**src/rtl/axi_crossbar_rr_arbiter.sv**
```systemverilog
// ---------------------------------------------------------------------------
// axi_crossbar_rr_arbiter
//
// Purpose:
//   Round-robin N:1 arbiter for one AXI crossbar channel. It merges NB_REQ
//   valid/ready request streams into a single registered valid/data/id
//   stream. The output register gives one stage of buffering and still runs
//   at full throughput: one grant per cycle while the downstream is ready.
//
// Ports:
//   aclk     - clock, all logic on the rising edge
//   aresetn  - asynchronous active-low reset
//   srst     - synchronous active-high reset (same effect as aresetn)
//   i_valid  - per-requester valid
//   i_data   - packed payloads, requester k at [k*DATA_BUS_W +: DATA_BUS_W]
//   i_ready  - per-requester ready, one-hot or zero
//   o_valid  - registered output valid
//   o_data   - registered payload of the granted requester
//   o_id     - registered index of the granted requester
//   o_ready  - downstream ready
// ---------------------------------------------------------------------------
module axi_crossbar_rr_arbiter #(
  parameter int NB_REQ     = 4,
  parameter int DATA_BUS_W = 16,
  parameter int ID_W       = (NB_REQ > 1) ? $clog2(NB_REQ) : 1
) (
  input  logic                         aclk,
  input  logic                         aresetn,
  input  logic                         srst,
  input  logic [NB_REQ-1:0]            i_valid,
  input  logic [NB_REQ*DATA_BUS_W-1:0] i_data,
  output logic [NB_REQ-1:0]            i_ready,
  output logic                         o_valid,
  output logic [DATA_BUS_W-1:0]        o_data,
  output logic [ID_W-1:0]              o_id,
  input  logic                         o_ready
);

  localparam logic [ID_W:0]   NbReqW  = (ID_W+1)'(NB_REQ);
  localparam logic [ID_W-1:0] LastIdx = ID_W'(NB_REQ - 1);

  logic                  valid_q, valid_d;
  logic [DATA_BUS_W-1:0] data_q,  data_d;
  logic [ID_W-1:0]       id_q,    id_d;
  logic [ID_W-1:0]       ptr_q,   ptr_d;

  logic                  slotFree;
  logic                  winnerFound;
  logic [ID_W-1:0]       winner;
  logic [ID_W:0]         cand;
  logic [DATA_BUS_W-1:0] winnerData;
  logic                  grant;

  // The output register can take a new beat when empty or being drained.
  assign slotFree = !valid_q || o_ready;

  // Search ptr, ptr+1, ... with an explicit wrap at NB_REQ so that a
  // non-power-of-two requester count never yields an out-of-range index.
  // cand is one bit wider than an index so ptr+i cannot overflow.
  always_comb begin
    winnerFound = 1'b0;
    winner      = '0;
    cand        = '0;
    for (int i = 0; i < NB_REQ; i++) begin
      cand = {1'b0, ptr_q} + (ID_W+1)'(i);
      if (cand >= NbReqW) begin
        cand = cand - NbReqW;
      end
      if (!winnerFound && i_valid[cand[ID_W-1:0]]) begin
        winnerFound = 1'b1;
        winner      = cand[ID_W-1:0];
      end
    end
  end

  // Payload mux written as a compare loop to keep index widths exact.
  always_comb begin
    winnerData = '0;
    for (int k = 0; k < NB_REQ; k++) begin
      if (winner == ID_W'(k)) begin
        winnerData = i_data[k*DATA_BUS_W +: DATA_BUS_W];
      end
    end
  end

  // srst masks ready so that no upstream beat is consumed while the
  // register is being cleared.
  assign grant = slotFree && winnerFound && !srst;

  always_comb begin
    i_ready = '0;
    for (int k = 0; k < NB_REQ; k++) begin
      i_ready[k] = grant && (winner == ID_W'(k));
    end
  end

  // Next state: srst beats capture; an empty capture only clears valid and
  // leaves data, id and the pointer untouched.
  always_comb begin
    valid_d = valid_q;
    data_d  = data_q;
    id_d    = id_q;
    ptr_d   = ptr_q;
    if (srst) begin
      valid_d = 1'b0;
      data_d  = '0;
      id_d    = '0;
      ptr_d   = '0;
    end else if (slotFree) begin
      if (winnerFound) begin
        valid_d = 1'b1;
        data_d  = winnerData;
        id_d    = winner;
        ptr_d   = (winner == LastIdx) ? '0 : winner + ID_W'(1);
      end else begin
        valid_d = 1'b0;
      end
    end
  end

  always_ff @(posedge aclk or negedge aresetn) begin
    if (!aresetn) begin
      valid_q <= 1'b0;
      data_q  <= '0;
      id_q    <= '0;
      ptr_q   <= '0;
    end else begin
      valid_q <= valid_d;
      data_q  <= data_d;
      id_q    <= id_d;
      ptr_q   <= ptr_d;
    end
  end

  assign o_valid = valid_q;
  assign o_data  = data_q;
  assign o_id    = id_q;

endmodule

```
**config.mk**
```make
export PLATFORM = sky130hd
export DESIGN_NAME = axi_crossbar_rr_arbiter
export DESIGN_NICKNAME = d
export VERILOG_FILES = /design/src/rtl/axi_crossbar_rr_arbiter.sv
export SDC_FILE = /design/constraint.sdc
export NUM_CORES = 1
export LEC_CHECK = 0
export BUFFER_PORTS_ARGS = -buffer_cell sky130_fd_sc_hd__buf_2
export CORE_MARGIN = 5
export CORE_UTILIZATION = 30
export CTS_CLUSTER_SIZE = 25
export DETAILED_ROUTE_END_ITERATION = 12
export GPL_ROUTABILITY_DRIVEN = 0
export SYNTH_ARGS = -nofsm -noshare
export SYNTH_HDL_FRONTEND = slang
export SYNTH_SLANG_ARGS = --single-unit
```
**constraint.sdc**
```tcl
create_clock -name aclk -period 2.7 [get_ports aclk]
set_input_delay 0.54 -clock aclk [delete_from_list [all_inputs] [get_ports aclk]]
set_output_delay 0.54 -clock aclk [all_outputs]
set_load 0.02 [all_outputs]
```
# [Yosys cells after proc, flatten, opt, wreduce, memory -nomap -nowiden]
# Cells that the tools add are included.
[totals] register_bits=21 inputBits=72 out_inout_bits=23
[op_classes] n_mux=37 n_lt_le_gt_ge=8 eq_ne=3 add_sub_neg=8 n_reduce_logical=19
[op_table] op="$mux W16" n=7
[op_table] op="$mux W2" n=15
[op_table] op="$lt A2 B3 Y1 const B" n=4
[op_table] op="$mux W1" n=11
[op_table] op="$ge A3 B3 Y1 const B" n=3
[op_table] op="$logic_and A1 B1 Y1" n=9
[op_table] op="$bmux W1 S2" n=4
[op_table] op="$sub A2 B1 Y2 const B" n=4
[op_table] op="$add A2 B2 Y3 const B" n=2
[op_table] op="$logic_not A1 Y1" n=5
[op_table] op="$eq A2 B2 Y1 const B" n=2
[op_table] op="$reduce_bool A2 Y1" n=2
[op_table] op="$add A2 B1 Y3 const B" n=1
[op_table] op="$ge A2 B3 Y1 const B" n=1
[op_table] op="$add A2 B1 Y2 const B" n=1
[op_table] op="$eq A2 B1 Y1 const B" n=1
[op_table] op="$logic_not A2 Y1" n=1
[op_table] op="$reduce_and A2 Y1" n=1
[op_table] op="$logic_or A1 B1 Y1" n=1

# [Depth between registers and ports, before layout]
[logic_depth] depth_word=22 depth_mapped=11

# [Worst setup path before layout]
# No wires, ideal clock.
[synth_timing] path_type="input to output" from="input port i_valid[2]" to="output port i_ready[3]" required_time_ns=2.160 n_path_buf=1 cell_stages=8 path_slack_ns=-0.238 t_arrival_ns=2.398 cell_sequence="mux2i_1 -> nor2_1 -> or2_2 -> nor3_1 -> ha_1 -> clkinv_1 -> buf_2 -> nor3_1"
[synth_between] elab_chain_cells=15
[synth_lines] element="start, declared" line="30" source="input logic [NB_REQ-1:0] i_valid,"
[synth_lines] element="$bmux W1 S2" line="69" source="if (!winnerFound && i_valid[cand[ID_W-1:0]]) begin"
[synth_lines] element="$mux W1 (not written as such)" line="69"
[synth_lines] element="$mux W1" line="69"
[synth_lines] element="$logic_not A1 Y1" line="69"
[synth_lines] element="$logic_and A1 B1 Y1" line="69"
[synth_lines] element="$mux W1" line="69"
[synth_lines] element="$logic_not A1 Y1" line="69"
[synth_lines] element="$logic_and A1 B1 Y1" line="69"
[synth_lines] element="$mux W1" line="69"
[synth_lines] element="$logic_not A1 Y1" line="69"
[synth_lines] element="$logic_and A1 B1 Y1" line="69"
[synth_lines] element="$mux W1" line="69"
[synth_lines] element="$logic_and A1 B1 Y1 (2 in a row)" line="88" source="assign grant = slotFree && winnerFound && !srst;"
[synth_lines] element="$logic_and A1 B1 Y1 *" line="93" source="i_ready[k] = grant && (winner == ID_W'(k));"
[synth_lines] element="end, declared" line="32" source="output logic [NB_REQ-1:0] i_ready,"
# Every way passes the cells marked *; elsewhere a longest branch is shown, timed or not. The select of a mux whose other input is x is not followed.

# [Final worst setup path]
[layout_timing] from="input port i_valid[0]" to="output port i_ready[2]"
# The elaborated chain is that of the path after synthesis.

==> qor.csv <==
metric;value;unit
final_cell_mix;93 x buf_2, 23 x buf_4, 21 x a21oi_1;
crit_start;i_valid[0];
design_power_total;0.00120;W
leakagePower;1.07;nW
ir_drop;196;uV
dr.pass1.iters;4;
final_common_cell;buf_2;
ant_nets;0;
grt_pass1_vias;1647;
rsz0062_at_grt;no;
dpl.hpwl;3950;um
route.vias.total;1675;
worst_clock_skew;6.92;ps
fillers;522;
die-height;80.1;um
p_per_area;560;nW/um^2
num_io_pins;95;
grt_overflow;0;
cts-root-buf;clkbuf_8;
syn_area;1470;um^2
setup_viol;0;
worstMarginPinSlew;634;ps
clk_latency;260;ps
whs;232;ps
wirelength;4960;um
hp-class;primary input to async pin;
maxSlewHeadroom;57.3;%
setup-tns-final;0;ps
drcViolationCount;0;
cp_max_fo;5;
viasPerCell;4.94;
slowest_stage;or4_4;
syn_nets;241;
core;4750;um^2
maxCapViolCount;0;
synth.distinct_cells;36;
fin_nets;349;
start_util;31.0;%
syn_avg_cell_area;8.93;um^2
cts_tree;yes;
stdcell_count;339;
grt_use_total;15.5;%
first_iter_violations;69;
area_delta_synth_final;45.9;%
wire_per_inst;14.6;um
worstSetupStartpointType;primary input;
clock_path_buffers;2;
core.rowCount;25;
grt_max_degree;28;
worstPathRequired;2160;ps
cts.sinks;21;
placedCellCount;333;
fin_util;45.2;%
hold_viol;0;
worstPathCellList;buf_2 > buf_4 > or4_4 > nand2_1 > ha_1 > buf_4 > and2_1 > buf_2;
synth_cells;165;
yosysWarnings;0;
worstPathArrival;2060;ps
ys_ff_latch;21;
reg2reg_from;ptr_q[1]$_DFFE_PN0P_;
drive_gt1_share;52.9;%
endpoint_kind;primary output;
numCtsBuffers;3;
grt_first_pass_wirelength;7910;um
clock.fmax;385;MHz
htree_levels;1;
register_area;527;um^2
dieArea;6420;um^2
cts.clk_slew.worst_paths;80;ps
period_minus_slack;2600;ps
yosysSeqAreaShare;35.7;%
diodes;0;
cts_hold_buf;0;
critPathKind;primary input to primary output;
die_w;80.1;um
drv_slew;0;
multi_input_area;845;um^2
antenna_found_initial;0;
reg2reg_slack;170;ps
portBuffers;94;
critPathMaxStageDelay;530;ps
period_share;96.2;%
status;complete, no violations;
==> per-layer routing <==
| layer | GRT usage, % | share of wire, % | vias to the layer above |
|---|---|---|---|
| met1 | 20.2 | 43 | 764 |
| met4 | 3.04 | 0.54 | 0 |
| met3 | 4.37 | 9.4 | 4 |
| met5 | 0 | 0 | - |
| li1 | - | - | 838 |
| met2 | 25.7 | 47 | 69 |
==> where the power goes <==
part / internal (W) / total [W] / switching (W)
clock: 0.000103 / 0.000211 / 0.000108
sequential: 0.000366 / 0.000395 / 0.0000296
combinational: 0.000281 / 0.000598 / 0.000317
==> cells by family after synthesis <==
group | Yosys count | share of synthesized area [%]
simple gates | 62 | 24.0
fa+ha+maj | 4 | 3.40
buf+inv | 16 | 8.91
mux | 1 | 0.679
compound gates | 61 | 27.3
flops | 21 | 35.7
==> worst max-delay path, delay by kind of cell <==
| family | cells | cell delay, ps |
|---|---|---|
| adders and majority gates | 1 | 230 |
| and+or+nand+nor | 3 | 760 |
| buffers and inverters | 4 | 540 |
==> layout make-up <==
class	instances	share of cell area (%)
Multi-Input combinational cell	128	39.3
Timing Repair Buffer	116	29.7
Sequential cell	21	24.5
Tap cell	67	3.90
Clock buffer	3	1.92
Inverter	3	0.524
Clock inverter	1	0.233
==> per-stage QoR <==
step	worst slack [ps]	area (um^2)
3_5_place_dp	-82.8	2070
6_report	104	2150
3_3_place_gp	-31.9	2070
2_1_floorplan	7.25	1490
4_1_cts	10.2	2140
5_1_grt	16.9	2150
==> cells in the mapped netlist <==
cell | n | area (um^2)
inv_1 | 2 | 7.51
clkinv_1 | 1 | 3.75
o41ai_1 | 3 | 26.3
nor4_1 | 1 | 6.26
clkbuf_1 | 1 | 3.75
buf_12 | 3 | 60.1
or3_1 | 3 | 18.8
nand2_4 | 1 | 11.3
o22ai_1 | 14 | 87.6
o21ai_0 | 3 | 15.0
nand2b_1 | 3 | 18.8
dfrtp_1 | 21 | 526
nor2_1 | 7 | 26.3
o31ai_1 | 1 | 7.51
mux2i_1 | 1 | 10.0
nor2b_1 | 1 | 6.26
o21a_1 | 1 | 7.51
a221oi_1 | 13 | 114
a21oi_1 | 21 | 105
nor3_1 | 3 | 15.0
or2_2 | 2 | 12.5
or4_4 | 1 | 11.3
nor2b_2 | 1 | 8.76
nand2_1 | 19 | 71.3
and2_2 | 1 | 7.51
a211oi_1 | 3 | 22.5
and2_1 | 3 | 18.8
ha_1 | 4 | 50.1
or2b_2 | 1 | 8.76
nand3b_1 | 5 | 37.5
or3_2 | 10 | 75.1
buf_4 | 2 | 15.0
o2111ai_1 | 1 | 8.76
a21oi_2 | 1 | 8.76
buf_2 | 6 | 30.0
buf_6 | 1 | 11.3
==> path summary, 6_finish.rpt <==
| path | end | cells past startpoint |
|---|---|---|
| setup / recovery | i_ready[2] | 8 |
| hold / removal | o_data[10]$_DFFE_PN0P_ | 1 |
| setup reg to reg | o_data[3]$_DFFE_PN0P_ | 11 |
| hold reg to reg | o_id[1]$_DFFE_PN0P_ | 2 |
| max in group asynchronous | ptr_q[1]$_DFFE_PN0P_ | 1 |
| min in group aclk | o_id[1]$_DFFE_PN0P_ | 2 |
==> registers in the layout, indices dropped and copies added, names as in the netlist <==
name and flops:
o_data 16, ptr_q 2, o_id 2, o_valid 1
==> what timing repair did <==
| item | 4_1_cts | 5_1_grt |
|---|---|---|
| pin swaps | 1 | 0 |
| buffers inserted | 2 | 0 |
| resized for setup | 2 | 4 |
| endpoints found under the setup margin | 2 | 2 |
Power figures use the tool's default switching activity.
